[src/rtl/cvxif_pkg.sv]
// CV-X-IF type definitions shared by the coprocessor-facing blocks.
package cvxif_pkg;

  localparam int unsigned X_ID_WIDTH   = 3;
  localparam int unsigned X_DATA_WIDTH = 32;
  localparam int unsigned X_RD_WIDTH   = 5;
  localparam int unsigned X_EXC_WIDTH  = 6;

  // Result returned by the coprocessor for one offloaded instruction.
  typedef struct packed {
    logic [X_ID_WIDTH-1:0]   id;
    logic [X_DATA_WIDTH-1:0] data;
    logic [X_RD_WIDTH-1:0]   rd;
    logic                    we;
    logic                    exc;
    logic [X_EXC_WIDTH-1:0]  exccode;
  } x_result_t;

  // Commit decision from the core for one offloaded instruction.
  typedef struct packed {
    logic [X_ID_WIDTH-1:0] id;
    logic                  x_commit_kill;
  } x_commit_t;

endpackage

[src/rtl/cvxif_result_queue.sv]
// cvxif_result_queue
// In-order buffer between the CV-X-IF coprocessor result port and the core
// writeback stage. Results whose instruction was killed on the commit
// interface are dropped at acceptance instead of being queued.
//
// Optional feature macro: CVXIF_RESULT_QUEUE_BYPASS_EN
//   defined   - an accepted, non-dropped result arriving at an empty queue
//               falls through combinationally to wb_*; if the core takes it
//               in that cycle it is never stored.
//   undefined - wb_* are driven only from storage (one cycle minimum latency).
module cvxif_result_queue
  import cvxif_pkg::*;
#(
  parameter int unsigned Depth = 4,
  parameter int unsigned NbIds = 2**X_ID_WIDTH
) (
  input  logic      clk_i,
  input  logic      rst_ni,
  input  logic      clr_i,
  input  logic      x_result_valid_i,
  output logic      x_result_ready_o,
  input  x_result_t x_result_i,
  input  logic      x_commit_valid_i,
  input  x_commit_t x_commit_i,
  output logic      wb_valid_o,
  input  logic      wb_ready_i,
  output x_result_t wb_result_o
);

  localparam int unsigned PtrW = $clog2(Depth);
  localparam int unsigned CntW = $clog2(Depth + 1);
  localparam logic [CntW-1:0] CountFull = CntW'(Depth);

  x_result_t        mem_q [Depth];
  logic [PtrW-1:0]  wptr_q, rptr_q;
  logic [CntW-1:0]  count_q;
  logic [NbIds-1:0] killed_q, killed_d;

  logic empty;
  logic accept;
  logic kill_same_cycle;
  logic drop;
  logic push;
  logic pop;

  // Full is judged on the registered count only, so a pop in the same cycle
  // never opens a slot for a push.
  assign x_result_ready_o = (count_q != CountFull);
  assign empty            = (count_q == '0);
  assign accept           = x_result_valid_i & x_result_ready_o;

  // A result is dropped if its id was killed earlier or is being killed now.
  assign kill_same_cycle = x_commit_valid_i & x_commit_i.x_commit_kill
                         & (x_commit_i.id == x_result_i.id);
  assign drop            = killed_q[x_result_i.id] | kill_same_cycle;

`ifdef CVXIF_RESULT_QUEUE_BYPASS_EN
  logic bypass;

  assign bypass      = empty & accept & ~drop;
  assign wb_valid_o  = ~empty | bypass;
  assign wb_result_o = bypass ? x_result_i : mem_q[rptr_q];
  // Only stored entries advance the read side; a consumed bypass is never
  // written, so neither pointer moves for it.
  assign pop         = ~empty & wb_ready_i;
  assign push        = accept & ~drop & ~(bypass & wb_ready_i);
`else
  assign wb_valid_o  = ~empty;
  assign wb_result_o = mem_q[rptr_q];
  assign pop         = wb_valid_o & wb_ready_i;
  assign push        = accept & ~drop;
`endif

  // Kill table next state: commit sets/clears, then a dropped result clears
  // its own bit last so a same-cycle kill and drop ends with the bit clear.
  always_comb begin
    // NOTE: every variable assigned here gets a full default first, so no
    // path leaves it unassigned and no latch is inferred.
    killed_d = killed_q;
    if (x_commit_valid_i) begin
      killed_d[x_commit_i.id] = x_commit_i.x_commit_kill;
    end
    if (accept && drop) begin
      killed_d[x_result_i.id] = 1'b0;
    end
  end

  // Pointers, occupancy and kill table; clr_i overrides any push or pop.
  always_ff @(posedge clk_i or negedge rst_ni) begin
    // NOTE: state registers use non-blocking assignments so every flop
    // samples the values from before this edge, independent of block order.
    if (!rst_ni) begin
      wptr_q   <= '0;
      rptr_q   <= '0;
      count_q  <= '0;
      killed_q <= '0;
    end else if (clr_i) begin
      wptr_q   <= '0;
      rptr_q   <= '0;
      count_q  <= '0;
      killed_q <= '0;
    end else begin
      killed_q <= killed_d;
      if (push) begin
        wptr_q <= wptr_q + 1'b1;
      end
      if (pop) begin
        rptr_q <= rptr_q + 1'b1;
      end
      unique case ({push, pop})
        2'b10:   count_q <= count_q + 1'b1;
        2'b01:   count_q <= count_q - 1'b1;
        default: count_q <= count_q;
      endcase
    end
  end

  // Result storage; written at the write pointer on every stored accept.
  always_ff @(posedge clk_i or negedge rst_ni) begin
    // NOTE: the storage array is reset on purpose: wb_result_o reads it
    // directly and must come out of reset as all zeros.
    if (!rst_ni) begin
      mem_q <= '{default: '0};
    end else if (push && !clr_i) begin
      mem_q[wptr_q] <= x_result_i;
    end
  end

endmodule

[config.mk]
export PLATFORM = sky130hd
export DESIGN_NAME = cvxif_result_queue
export DESIGN_NICKNAME = d
export VERILOG_FILES = /design/src/rtl/cvxif_pkg.sv /design/src/rtl/cvxif_result_queue.sv
export SDC_FILE = /design/constraint.sdc
export NUM_CORES = 1
export LEC_CHECK = 0
export ABC_AREA = 1
export BUFFER_PORTS_ARGS = -buffer_cell sky130_fd_sc_hd__buf_2
export CORE_UTILIZATION = 50
export DETAILED_ROUTE_END_ITERATION = 10
export PLACE_DENSITY = 0.7
export SLEW_MARGIN = 20
export SYNTH_ARGS = -nofsm -noshare
export SYNTH_HDL_FRONTEND = slang
export SYNTH_SLANG_ARGS = --single-unit
[constraint.sdc]
create_clock -name clk_i -period 4.84 [get_ports clk_i]
set_input_delay 0.242 -clock clk_i [delete_from_list [all_inputs] [get_ports clk_i]]
set_output_delay 0.242 -clock clk_i [all_outputs]
set_load 0.03 [all_outputs]
# Word-level counts from Yosys, hierarchy flattened
# Index checks and enable logic that the tools add are counted.
# word_totals
ff_bits	207
inputBits	58
out_inout_bits	50
word_cells	87
# classes
add_sub_neg	4
order_cmp	7
eq_ne	4
muxes	22
bitwise	12
n_reduce_logical	10
# ops
cell	count
192-bit bitwise mux	1
48-bit 2-to-1 mux	3
48-bit binary-select mux with 2-bit select	1
48-bit demux with 2-bit select	1
8-bit 2-to-1 mux	3
8-bit bitwise AND	1
8-bit bitwise mux	1
3-bit by 4-bit less-than comparator with 1-bit output, second input constant	2
2-bit 2-to-1 mux	4
8-bit inverter	1
1-bit demux with 3-bit select	2
3-bit by 1-bit >= comparator with 1-bit output, second input constant	2
3-bit >= comparator, second input constant	2
2-bit inverter with 3-bit output	2
3-bit case mux with 2 select lines	1
1-bit bitwise AND	5
1-bit logical AND	5
2-bit by 1-bit adder with 2-bit output, second input constant	2
2-bit nonzero test	2
3-bit by 1-bit adder with 3-bit output, second input constant	1
1-bit binary-select mux with 3-bit select	1
3-bit == test	1
3-bit zero test	1
3-bit by 1-bit less-than comparator with 1-bit output, second input constant	1
10 further kinds	13

# Depth between registers and ports, before layout
# depth
word_depth	9
ltp_mapped	16
ltp_nobuf	16

# Least setup slack after synthesis
# No wires, ideal clock.
# synth_path
path_type	register -> register
startpoint	register count_q[0]
endpoint	register count_q[2]
t_arrival_ps	2164
t_required_ps	4723
setup_slack_ps	2559
stages_incl_launch_ff	14
path_buffers	0
synth_period_minus_slack_ps	2281
path_cell_list	dfrtp_1 > inv_1 > nand3_1 > and2_1 > nand3_2 > nand2_1 > inv_1 > fa_1 > xnor2_1 > inv_1 > nand4_1 > nand2_1 > nand2_1 > nand2_1
# synth_via
elab_chain_cells	6
elab_cells_between_ends	13
# synth_rtl
item	line_no	rtl
start: declaration	cvxif_result_queue.sv:36	logic [CntW-1:0] count_q;
start signal: assignment	cvxif_result_queue.sv:111	2'b10: count_q <= count_q + 1'b1;
start signal: assignment	cvxif_result_queue.sv:112	2'b01: count_q <= count_q - 1'b1;
start signal: assignment	cvxif_result_queue.sv:113	default: count_q <= count_q;
3-bit != test *	cvxif_result_queue.sv:48	assign x_result_ready_o = (count_q != CountFull);
net x_result_ready_o	cvxif_result_queue.sv:21	output logic x_result_ready_o,
1-bit bitwise AND *	cvxif_result_queue.sv:50	assign accept = x_result_valid_i & x_result_ready_o;
1-bit bitwise AND *	cvxif_result_queue.sv:71	assign push = accept & ~drop;
2-bit by 1-bit == test with 1-bit output or 2-bit == test (tied branches)	cvxif_result_queue.sv:110	unique case ({push, pop})
3-bit case mux with 2 select lines	cvxif_result_queue.sv:110	
3-bit 2-to-1 mux	cvxif_result_queue.sv:97	end else if (clr_i) begin
# The timed path passes the listed nets; every way through them passes the cells marked *.
# A chain may end at the register's enable or synchronous reset.

==> impl_metrics.toml <==
[status]
outcome = "complete, no violations"

[setup_path]
endpoint = "wb_result_o[44]"
path_class = "flip-flop to primary output"
worstPathRequired_ns = 4.60
worst-path-max-fanout = 49
rr_endpoint = "mem_q[173]$_DFFE_PN0P_"
cp-start-kind = "flip-flop"
cpMaxStageDelayCell = "inv_1"
cp_slowest_stage_delay_ns = 0.81
crit_chain = "buf_4, inv_1, buf_4, o21ai_0, o22ai_1, buf_2"
cp-end-kind = "primary output"
arrival_ns = 3.10
reg2reg_from = "count_q[0]$_DFFE_PN0P_"
crit_start = "rptr_q[1]$_DFFE_PN0P_"
ff2ff_setup_slack_ns = 1.91
r2r_cells = 8
crit_top_cell = "buf_4"

[synth]
synth_cells = 1286
synth_seq_cells = 207
yosysSeqAreaShare_pct = 51.6
netlist_area_sq_um = 10000
synth_nets = 1349
yosys_warnings = 0
yosysUniqueCellTypes = 28
avgSynthCellArea_sq_um = 7.81

[drt]
drtIter0Drc = 803
routedWlPerCell_microns = 16.7
final_antenna_net_count = 0
drc_errors = 0
vias = 8991
viasPerCell = 5.57
finalWirelength_mm = 27.0
drtPass1Iterations = 6

[final_layout]
fin_nets = 1398
nFillCells = 1858
final_common_cell = "nand2_1"
diodes = 0
drive_above_1_share_pct = 12.8
area_growth_pct = 12.2
fin_cells = 1615
final_cell_mix = "438 x nand2_1, 206 x dfrtp_1, 198 x nand3_1, 113 x nor2_1, 106 x buf_2"

[clock_network]
root_buffer = "clkbuf_16"
cts_buffers = 23
clockBufferDepth = 3
cts_setup_buffers = 0
htree_levels = 1
clk_latency_ns = 0.51
cts_sinks = 207
cts_tree = "built"
clkTransAtPathRegs_ns = 0.06

[power_and_ir_drop]
p_leak_nw = 6.13
p_per_area_nw_per_um2 = 619
ir_drop_uv = 327

[timing]
clock_skew_ns = 0.0137
layout_worst_path_cycle_share_pct = 69.0
setup-violations-final = 0
worst_hold_slack_ns = 0.0173
drv_slew = 0
worstMarginPinSlew_ns = 1.11
finalCriticalPeriod_ns = 3.34
slew-limit-headroom_pct = 26.1
rsz0062_at_grt = "false"
finalSetupTns_ns = 0
hold_viol = 0
clock.fmax_ghz = 0.300

[die]
io_pins = 108
die_w_microns = 144
rows = 51
coreArea_sq_um = 19600
die_y_microns = 144
die-area_sq_um = 20700
start_util_pct = 51.3

[grt]
grt-ovfl-total = 0
grt_usage_pct = 27.3
grt_max_degree = 154
grt_pass1_wl_mm = 44.8
first_global_vias = 8760
grt_antenna_before_repair = 0

[place]
dp.cells = 1574
hpwl_mm = 14.6
portBuffers = 107
gp_congestion = 0.841

[flow_run]
drv_cap = 0

[hold_path]
hold_path_class = "input port to flip-flop"
-- power by group --
group          switching, mW  internal, mW  total (mW)
sequential             0.330          2.36        2.69
clock                  0.697         0.998        1.70
combinational           1.84         0.755        2.59
total                   2.86          4.11        6.98
-- flip-flops by register name, indices dropped and copies added (netlist names) --
| register | flops |
|---|---|
| mem_q | 192 |
| killed_q | 8 |
| count_q | 3 |
| rptr_q | 2 |
| wptr_q | 2 |
-- cell type report --
class	instances	area (sq um)	share of cell area [%]
sequential	207	5180	45.9
multi-input combinational	943	4220	37.5
timing repair buffer	121	664	5.89
clock buffer	31	656	5.81
tap	265	332	2.94
inverter	39	146	1.30
clock inverter	9	72.6	0.644
-- Yosys cell counts, drive strengths merged --
cell / count / area (sq um)
clkbuf: 61 / 229
nor2: 115 / 450
a211oi: 1 / 7.51
nand4: 5 / 31.3
inv: 38 / 143
xnor2: 1 / 8.76
dfrtp: 207 / 5180
o211ai: 1 / 7.51
o22ai: 48 / 300
buf: 36 / 282
a311oi: 7 / 61.3
nand3: 199 / 1000
fa: 1 / 20.0
and2: 1 / 6.26
or2: 1 / 6.26
clkinv: 1 / 3.75
o21ai: 105 / 526
ha: 4 / 50.1
nand2: 442 / 1670
a21oi: 12 / 63.8
-- metrics by stage --
stage,utilization [%],worst slack [ns],instance area (sq um),total power [mW]
after global placement,53.8,1.88,10500,5.23
after CTS,57.5,1.55,11300,7.00
after global routing,57.6,1.40,11300,7.45
final,57.6,1.50,11300,6.98
after floorplan,-,2.56,10000,4.53
after detailed placement,53.8,1.77,10500,5.30
-- worst min-delay path by stage --
| stage | start | endpoint | depth (start not counted) |
|---|---|---|---|
| detailed placement | rst_ni | mem_q[52]$_DFFE_PN0P_ | 1 |
| global route | x_result_i[33] | mem_q[177]$_DFFE_PN0P_ | 3 |
| global placement | rst_ni | mem_q[4]$_DFFE_PN0P_ | 1 |
| floorplan | rst_ni | count_q[0]$_DFFE_PN0P_ | 0 |
| CTS | x_result_i[5] | mem_q[101]$_DFFE_PN0P_ | 3 |
| finish | x_result_i[33] | mem_q[33]$_DFFE_PN0P_ | 3 |
-- per-layer routing --
layer  track usage (%)  share of wire [%]  vias to the layer above
met3              2.93                6.6                       36
met2              45.6                 48                      316
li1                  -                  -                     4307
met5                 0                  0                        -
met4              6.22                1.8                        0
met1              38.2                 44                     4332
-- cells by family (layout without fill, tap and decap cells) --
kind of cell	after synthesis	after routing	synth area share, %
AO/OA/AOI/OAI	174	174	9.62
XOR/XNOR	1	1	0.0872
adder cells (fa/ha/maj)	5	5	0.697
buffers and inverters	136	200	6.54
flip-flops	207	207	51.6
AND/OR/NAND/NOR	763	763	31.5
-- what timing repair did --
item                       4_1_cts  5_1_grt
setup endpoints to repair        0        0
hold buffers                     1        0
resized for setup                0        0
hold endpoints to repair       107        0
-- worst max-delay path, delay by kind of cell (launching register included) --
| kind | cells | cell delay (ns) |
|---|---|---|
| AOI/OAI and AO/OA | 2 | 0.41 |
| buffers and inverters | 4 | 1.81 |
| DFF | 1 | 0.35 |
Note: power is estimated with default switching activity, not from simulation.
